<file path="src/rtl/proc_sequencer_if.sv">
// Signal bundle between the board/bench (master) and the program sequencer (slave).
// start is a level request sampled on the rising edge: IDLE treats it as "run", PAUSE as "continue".
interface proc_sequencer_if #(
   parameter int DATA_W = 4,
   parameter int ADDR_W = 4
);
   logic              start;
   logic              step_mode;
   logic              prog_we;
   logic [ADDR_W-1:0] prog_addr;
   logic [4:0]        prog_data;
   logic              busy;
   logic              done;
   logic [ADDR_W-1:0] pc;
   logic [DATA_W-1:0] reg_a0;
   logic [DATA_W-1:0] reg_a1;
   logic [DATA_W:0]   result;
   logic [2:0]        dbg_state;

   modport master (
      output start, step_mode, prog_we, prog_addr, prog_data,
      input  busy, done, pc, reg_a0, reg_a1, result, dbg_state
   );

   modport slave (
      input  start, step_mode, prog_we, prog_addr, prog_data,
      output busy, done, pc, reg_a0, reg_a1, result, dbg_state
   );
endinterface

</file>
<file path="src/rtl/proc_sequencer.sv">
// Program sequencer: loads a small instruction memory, then fetches/executes
// add and shift-left operations on a0/a1, with optional single-step pauses.
module proc_sequencer #(
   parameter int DATA_W = 4,
   parameter int ADDR_W = 4
) (
   input logic              clk,
   input logic              rst_n,
   proc_sequencer_if.slave  bus
);
   localparam int DEPTH = 2 ** ADDR_W;
   localparam logic [ADDR_W-1:0] PC_LAST = '1;

   typedef enum logic [2:0] {
      S_IDLE  = 3'd0,
      S_FETCH = 3'd1,
      S_EXEC  = 3'd2,
      S_PAUSE = 3'd3,
      S_DONE  = 3'd4
   } state_t;

   state_t            state, state_nx;
   logic [4:0]        mem [DEPTH];
   logic [4:0]        ir;
   logic [ADDR_W-1:0] pc_q;
   logic [DATA_W-1:0] a0_q, a1_q;
   logic [DATA_W:0]   res_q;
   logic [DATA_W-1:0] opnd;
   logic [DATA_W:0]   n_ext;
   logic [DATA_W:0]   alu;
   logic              mem_wr_ok;

   // ir: [4] halt, [3] reg select, [2] shift, [1:0] number
   always_comb begin
      opnd  = ir[3] ? a1_q : a0_q;
      n_ext = {{(DATA_W-1){1'b0}}, ir[1:0]};
      alu   = ir[2] ? ({1'b0, opnd} << ir[1:0]) : ({1'b0, opnd} + n_ext);
   end

   always_comb begin
      state_nx = state;
      case (state)
         S_IDLE:  if (bus.start) state_nx = S_FETCH;
         S_FETCH: state_nx = S_EXEC;
         S_EXEC: begin
            if (ir[4] || pc_q == PC_LAST) state_nx = S_DONE;
            else if (bus.step_mode)       state_nx = S_PAUSE;
            else                          state_nx = S_FETCH;
         end
         S_PAUSE: if (bus.start) state_nx = S_FETCH;
         S_DONE:  state_nx = S_IDLE;
         default: state_nx = S_IDLE;
      endcase
   end

   always_ff @(posedge clk or negedge rst_n) begin
      if (!rst_n) state <= S_IDLE;
      else        state <= state_nx;
   end

   always_ff @(posedge clk or negedge rst_n) begin
      if (!rst_n) begin
         pc_q  <= '0;
         ir    <= '0;
         a0_q  <= '0;
         a1_q  <= '0;
         res_q <= '0;
      end else begin
         if (state == S_IDLE && bus.start) pc_q <= '0;
         if (state == S_FETCH) ir <= mem[pc_q];
         // A halt leaves pc pointing at itself so the board can show where the program stopped.
         if (state == S_EXEC && !ir[4]) begin
            res_q <= alu;
            if (ir[3]) a1_q <= alu[DATA_W-1:0];
            else       a0_q <= alu[DATA_W-1:0];
            pc_q <= pc_q + 1'b1;
         end
      end
   end

   assign mem_wr_ok = bus.prog_we && (state == S_IDLE || state == S_DONE);

   always_ff @(posedge clk or negedge rst_n) begin
      if (!rst_n) begin
         for (int i = 0; i < DEPTH; i++) mem[i] <= '0;
      end else if (mem_wr_ok) begin
         mem[bus.prog_addr] <= bus.prog_data;
      end
   end

   assign bus.busy      = (state == S_FETCH) || (state == S_EXEC) || (state == S_PAUSE);
   assign bus.done      = (state == S_DONE);
   assign bus.pc        = pc_q;
   assign bus.reg_a0    = a0_q;
   assign bus.reg_a1    = a1_q;
   assign bus.result    = res_q;
   assign bus.dbg_state = state;
endmodule
</file>
<file path="src/flat_wrapper.sv">
// flat-port wrapper written by rule: the top's interface ports become plain ports
module proc_sequencer_flat 
#(
   parameter int DATA_W = 4,
   parameter int ADDR_W = 4
)
  (clk, rst_n, bus_start, bus_step_mode, bus_prog_we, bus_prog_addr, bus_prog_data, bus_busy, bus_done, bus_pc, bus_reg_a0, bus_reg_a1, bus_result, bus_dbg_state);
  proc_sequencer_if #(.DATA_W(DATA_W), .ADDR_W(ADDR_W)) bus_i ();
  input logic clk;
  input logic rst_n;
  input wire logic [$bits(bus_i.start)-1:0] bus_start;
  input wire logic [$bits(bus_i.step_mode)-1:0] bus_step_mode;
  input wire logic [$bits(bus_i.prog_we)-1:0] bus_prog_we;
  input wire logic [$bits(bus_i.prog_addr)-1:0] bus_prog_addr;
  input wire logic [$bits(bus_i.prog_data)-1:0] bus_prog_data;
  output wire logic [$bits(bus_i.busy)-1:0] bus_busy;
  output wire logic [$bits(bus_i.done)-1:0] bus_done;
  output wire logic [$bits(bus_i.pc)-1:0] bus_pc;
  output wire logic [$bits(bus_i.reg_a0)-1:0] bus_reg_a0;
  output wire logic [$bits(bus_i.reg_a1)-1:0] bus_reg_a1;
  output wire logic [$bits(bus_i.result)-1:0] bus_result;
  output wire logic [$bits(bus_i.dbg_state)-1:0] bus_dbg_state;
  assign bus_i.start = bus_start;
  assign bus_i.step_mode = bus_step_mode;
  assign bus_i.prog_we = bus_prog_we;
  assign bus_i.prog_addr = bus_prog_addr;
  assign bus_i.prog_data = bus_prog_data;
  assign bus_busy = bus_i.busy;
  assign bus_done = bus_i.done;
  assign bus_pc = bus_i.pc;
  assign bus_reg_a0 = bus_i.reg_a0;
  assign bus_reg_a1 = bus_i.reg_a1;
  assign bus_result = bus_i.result;
  assign bus_dbg_state = bus_i.dbg_state;
  proc_sequencer #(.DATA_W(DATA_W), .ADDR_W(ADDR_W)) u_core (.clk(clk), .rst_n(rst_n), .bus(bus_i));
endmodule
</file>
<file path="config.mk">
export PLATFORM = sky130hd
export DESIGN_NAME = proc_sequencer_flat
export DESIGN_NICKNAME = d
export VERILOG_FILES = /design/src/rtl/proc_sequencer_if.sv /design/src/rtl/proc_sequencer.sv /design/src/flat_wrapper.sv
export SDC_FILE = /design/constraint.sdc
export NUM_CORES = 1
export LEC_CHECK = 0
export BUFFER_PORTS_ARGS = -buffer_cell sky130_fd_sc_hd__buf_2
export CORE_ASPECT_RATIO = 1.1
export CORE_MARGIN = 5
export CORE_UTILIZATION = 38
export DETAILED_ROUTE_END_ITERATION = 8
export PLACE_DENSITY = 0.6
export SETUP_SLACK_MARGIN = 0.15
export SLEW_MARGIN = 30
export SYNTH_ARGS = -nofsm -noshare
export SYNTH_HDL_FRONTEND = slang
export SYNTH_SLANG_ARGS = --single-unit
</file>
<file path="constraint.sdc">
create_clock -name clk -period 2.4 [get_ports clk]
set_input_delay 0.24 -clock clk [delete_from_list [all_inputs] [get_ports clk]]
set_output_delay 0.24 -clock clk [all_outputs]
set_load 0.02 [all_outputs]
</file>
==> run metrics <==
outcome complete, no violations; CP Class reg -> reg; normalized max-slew margin 53.9%; share of layout cells above drive strength 1 41.5%; Fin Setup TNS 0 ns; critical path's slowest cell dfrtp_2; first drt pass iteration count 4; CP endpoint kind flip-flop; commonest non-fill, non-tap cell in the layout dfrtp_1; fin crit period 2.10 ns; DRC violations left 0; Die W 120 um; Clk Latency, worst-skew pair 0.35 ns; Mapped Cells 381; period utilization 87.7%; IO buf count 35; Setup violations, final 0; largest net degree at the start of global routing 51; initial detailed-routing violation count 156; Die Ht 132 um; largest fanout on the critical path 6; max-cap viol count 0; Final Max Tran Viols 0; pre-CTS WS 0.221 ns; Post-DP HPWL 7.58 mm; fillcell total 1177; Power Density 1240 nW/um2; Ys Warns 0; Layout area overhead 13.8%; Worst setup SP type flip-flop; H-Tree Depth 3; first-pass GRT wire length 18.1 mm; Clk pin slew, worst setup/hold paths 0.07 ns; antenna violations before repair 0; Starting Density 38.8%; CTS Root Cell clkbuf_16; Mapped Area 5100 um2; Die ar. 15800 um2; Setup Skew 0.0106 ns; number of nets in the layout 438; WL/cell 18.7 um; slowest stage delay, CP 0.45 ns; Peak Freq 0.475 GHz; Final WS setup 0.296 ns; clock sink total 105; WP data arrival 2.37 ns; Leak 2.60 nW; final hold viol count 0; HP Class in -> reg; Avg Cell Area, Syn 13.4 um2; commonest non-fill, non-tap cells in the layout 104 x dfrtp_1, 83 x mux2_2, 34 x buf_2; GPL Wtd Cong 0.766; syn_nets 400; Slew @ Worst Pin 0.691 ns; Synth cell types 48; CTS tree done; Antenna Cells 0; largest area contributor in the netlist dfrtp_1; area share of the largest cell type after synthesis 51.5%; vias 3201; vias in the first global route 3293; Tot GR Track Use 14.4%; io pins 36; total CTS buffers 9; CP Cell Sequence mux2_2 > ha_1 > inv_1 > fa_2 > nor4bb_4 > nor2_1 > o32a_1 > a31oi_1; Seq cells post-synth 105; postcts setup bufs 0; Routed WL 10.9 mm; Max Buffers Root-to-Sink 2; Synth area leaders dfrtp_1 52%, mux2_2 18%, mux4_2 8.8%, mux2i_1 2.7%, nand2_1 2.0%; Max rail drop VDD 0.426 mV; RSZ-0062 raised after global routing false; Core ar. 13200 um2; DR vias/cell 5.47; sequential area share after synthesis 51.5%; WP data required 2.67 ns; GRT overflow 0; Routed Antenna Nets 0; FP Rows 44
cell type report:
class | count | area, um2 | share of cell area, %
clock buffers | 10 | 239 | 4.12
clock inverters | 6 | 65.1 | 1.12
inverters | 7 | 26.3 | 0.453
multi-input cells | 246 | 2320 | 40.1
flip-flops and latches | 105 | 2630 | 45.3
well taps | 161 | 201 | 3.47
repair buffers | 50 | 318 | 5.48
per-stage QoR:
step,hold WS (ns),area (um2),utilization (%),std cells,power (mW)
final,0.242,5800,44.1,585,7.21
after global routing,0.282,5800,44.1,585,7.69
after CTS,0.239,5780,44.0,585,7.27
after detailed placement,0.319,5470,41.6,568,5.75
after global placement,0.315,5470,41.6,568,5.66
after floorplan,-0.0556,5100,-,381,5.04
where the power goes:
group	switching, mW	internal [mW]
sequential	0.494	2.52
clock	0.656	0.839
combinational	1.27	1.42
total	2.42	4.79
path summary, 6_finish.rpt:
kind / from / end / slack [ns] / cells after the start
setup / recovery: u_core.ir[3] / u_core.bus.result[4] / 0.30 / 8
hold / removal: bus_step_mode / u_core.bus.dbg_state[1] / 0.24 / 3
setup reg to reg: u_core.ir[3] / u_core.bus.result[4] / 0.30 / 8
hold reg to reg: u_core.bus.result[2] / u_core.bus.result[2] / 0.48 / 2
max in group asynchronous: rst_n / u_core.ir[3] / 1.22 / 3
min in group asynchronous: rst_n / u_core.bus.dbg_state[0] / 0.47 / 2
synthesized netlist by cell type (all sizes together):
| cell | count |
|---|---|
| clkbuf | 10 |
| mux2 | 83 |
| o22a | 2 |
| nor3 | 8 |
| o31ai | 2 |
| nor2 | 20 |
| nand3 | 5 |
| o21ai | 16 |
| fa | 1 |
| mux2i | 14 |
| a211o | 2 |
| nor2b | 4 |
| inv | 7 |
| dfrtp | 105 |
| o22ai | 1 |
| or3 | 1 |
| or4b | 1 |
| nand2 | 27 |
| a311oi | 1 |
| xor2 | 1 |
| nor4bb | 1 |
| a31oi | 4 |
| a2bb2oi | 3 |
| ha | 4 |
| and4 | 1 |
| nand2b | 3 |
| nor4b | 1 |
| and4b | 2 |
| xnor2 | 1 |
| mux4 | 20 |
| or3b | 2 |
| nand4bb | 1 |
| and2 | 2 |
| a41oi | 1 |
| or2 | 1 |
| a32oi | 1 |
| o32a | 1 |
| nand4b | 1 |
| buf | 13 |
| o311ai | 1 |
| a21oi | 5 |
| a22o | 1 |
routing by layer:
layer | global-route usage [%] | vias to the layer above | part of all wire, %
li1 | - | 1472 | -
met1 | 20.1 | 1650 | 46
met2 | 22.4 | 71 | 48
met3 | 3.40 | 8 | 5.2
met4 | 4.09 | 0 | 0.87
met5 | 0 | - | 0
flip-flops by register name (all words and copies together), names as in the netlist:
register,cells
u_core.bus.reg_a1,4
u_core.ir,5
u_core.bus.reg_a0,4
u_core.bus.dbg_state,3
u_core.bus.pc,4
u_core.mem,80
u_core.bus.result,5
worst max-delay path: cells and delay by family (launching register included):
| kind | cells | cell delay (ns) |
|---|---|---|
| muxes | 1 | 0.27 |
| adders and majority gates | 2 | 0.55 |
| DFF | 1 | 0.45 |
| and+or+nand+nor | 2 | 0.37 |
| AOI/OAI and AO/OA | 2 | 0.33 |
| buffers and inverters | 1 | 0.06 |
cell families after synthesis:
family	share of synthesized area, %
compound gates	5.23
flops	51.5
simple gates	8.39
buf+inv	3.24
xor+xnor	0.344
fa+ha+maj	1.37
mux	29.9
what timing repair did:
| action | 4_1_cts | 5_1_grt |
|---|---|---|
| resized for setup | 0 | 4 |
| endpoints found under the setup margin | 0 | 1 |
| hold buffers | 1 | 0 |
| hold endpoints to repair | 48 | 0 |
No activity file was read; power rests on OpenSTA's default activity.
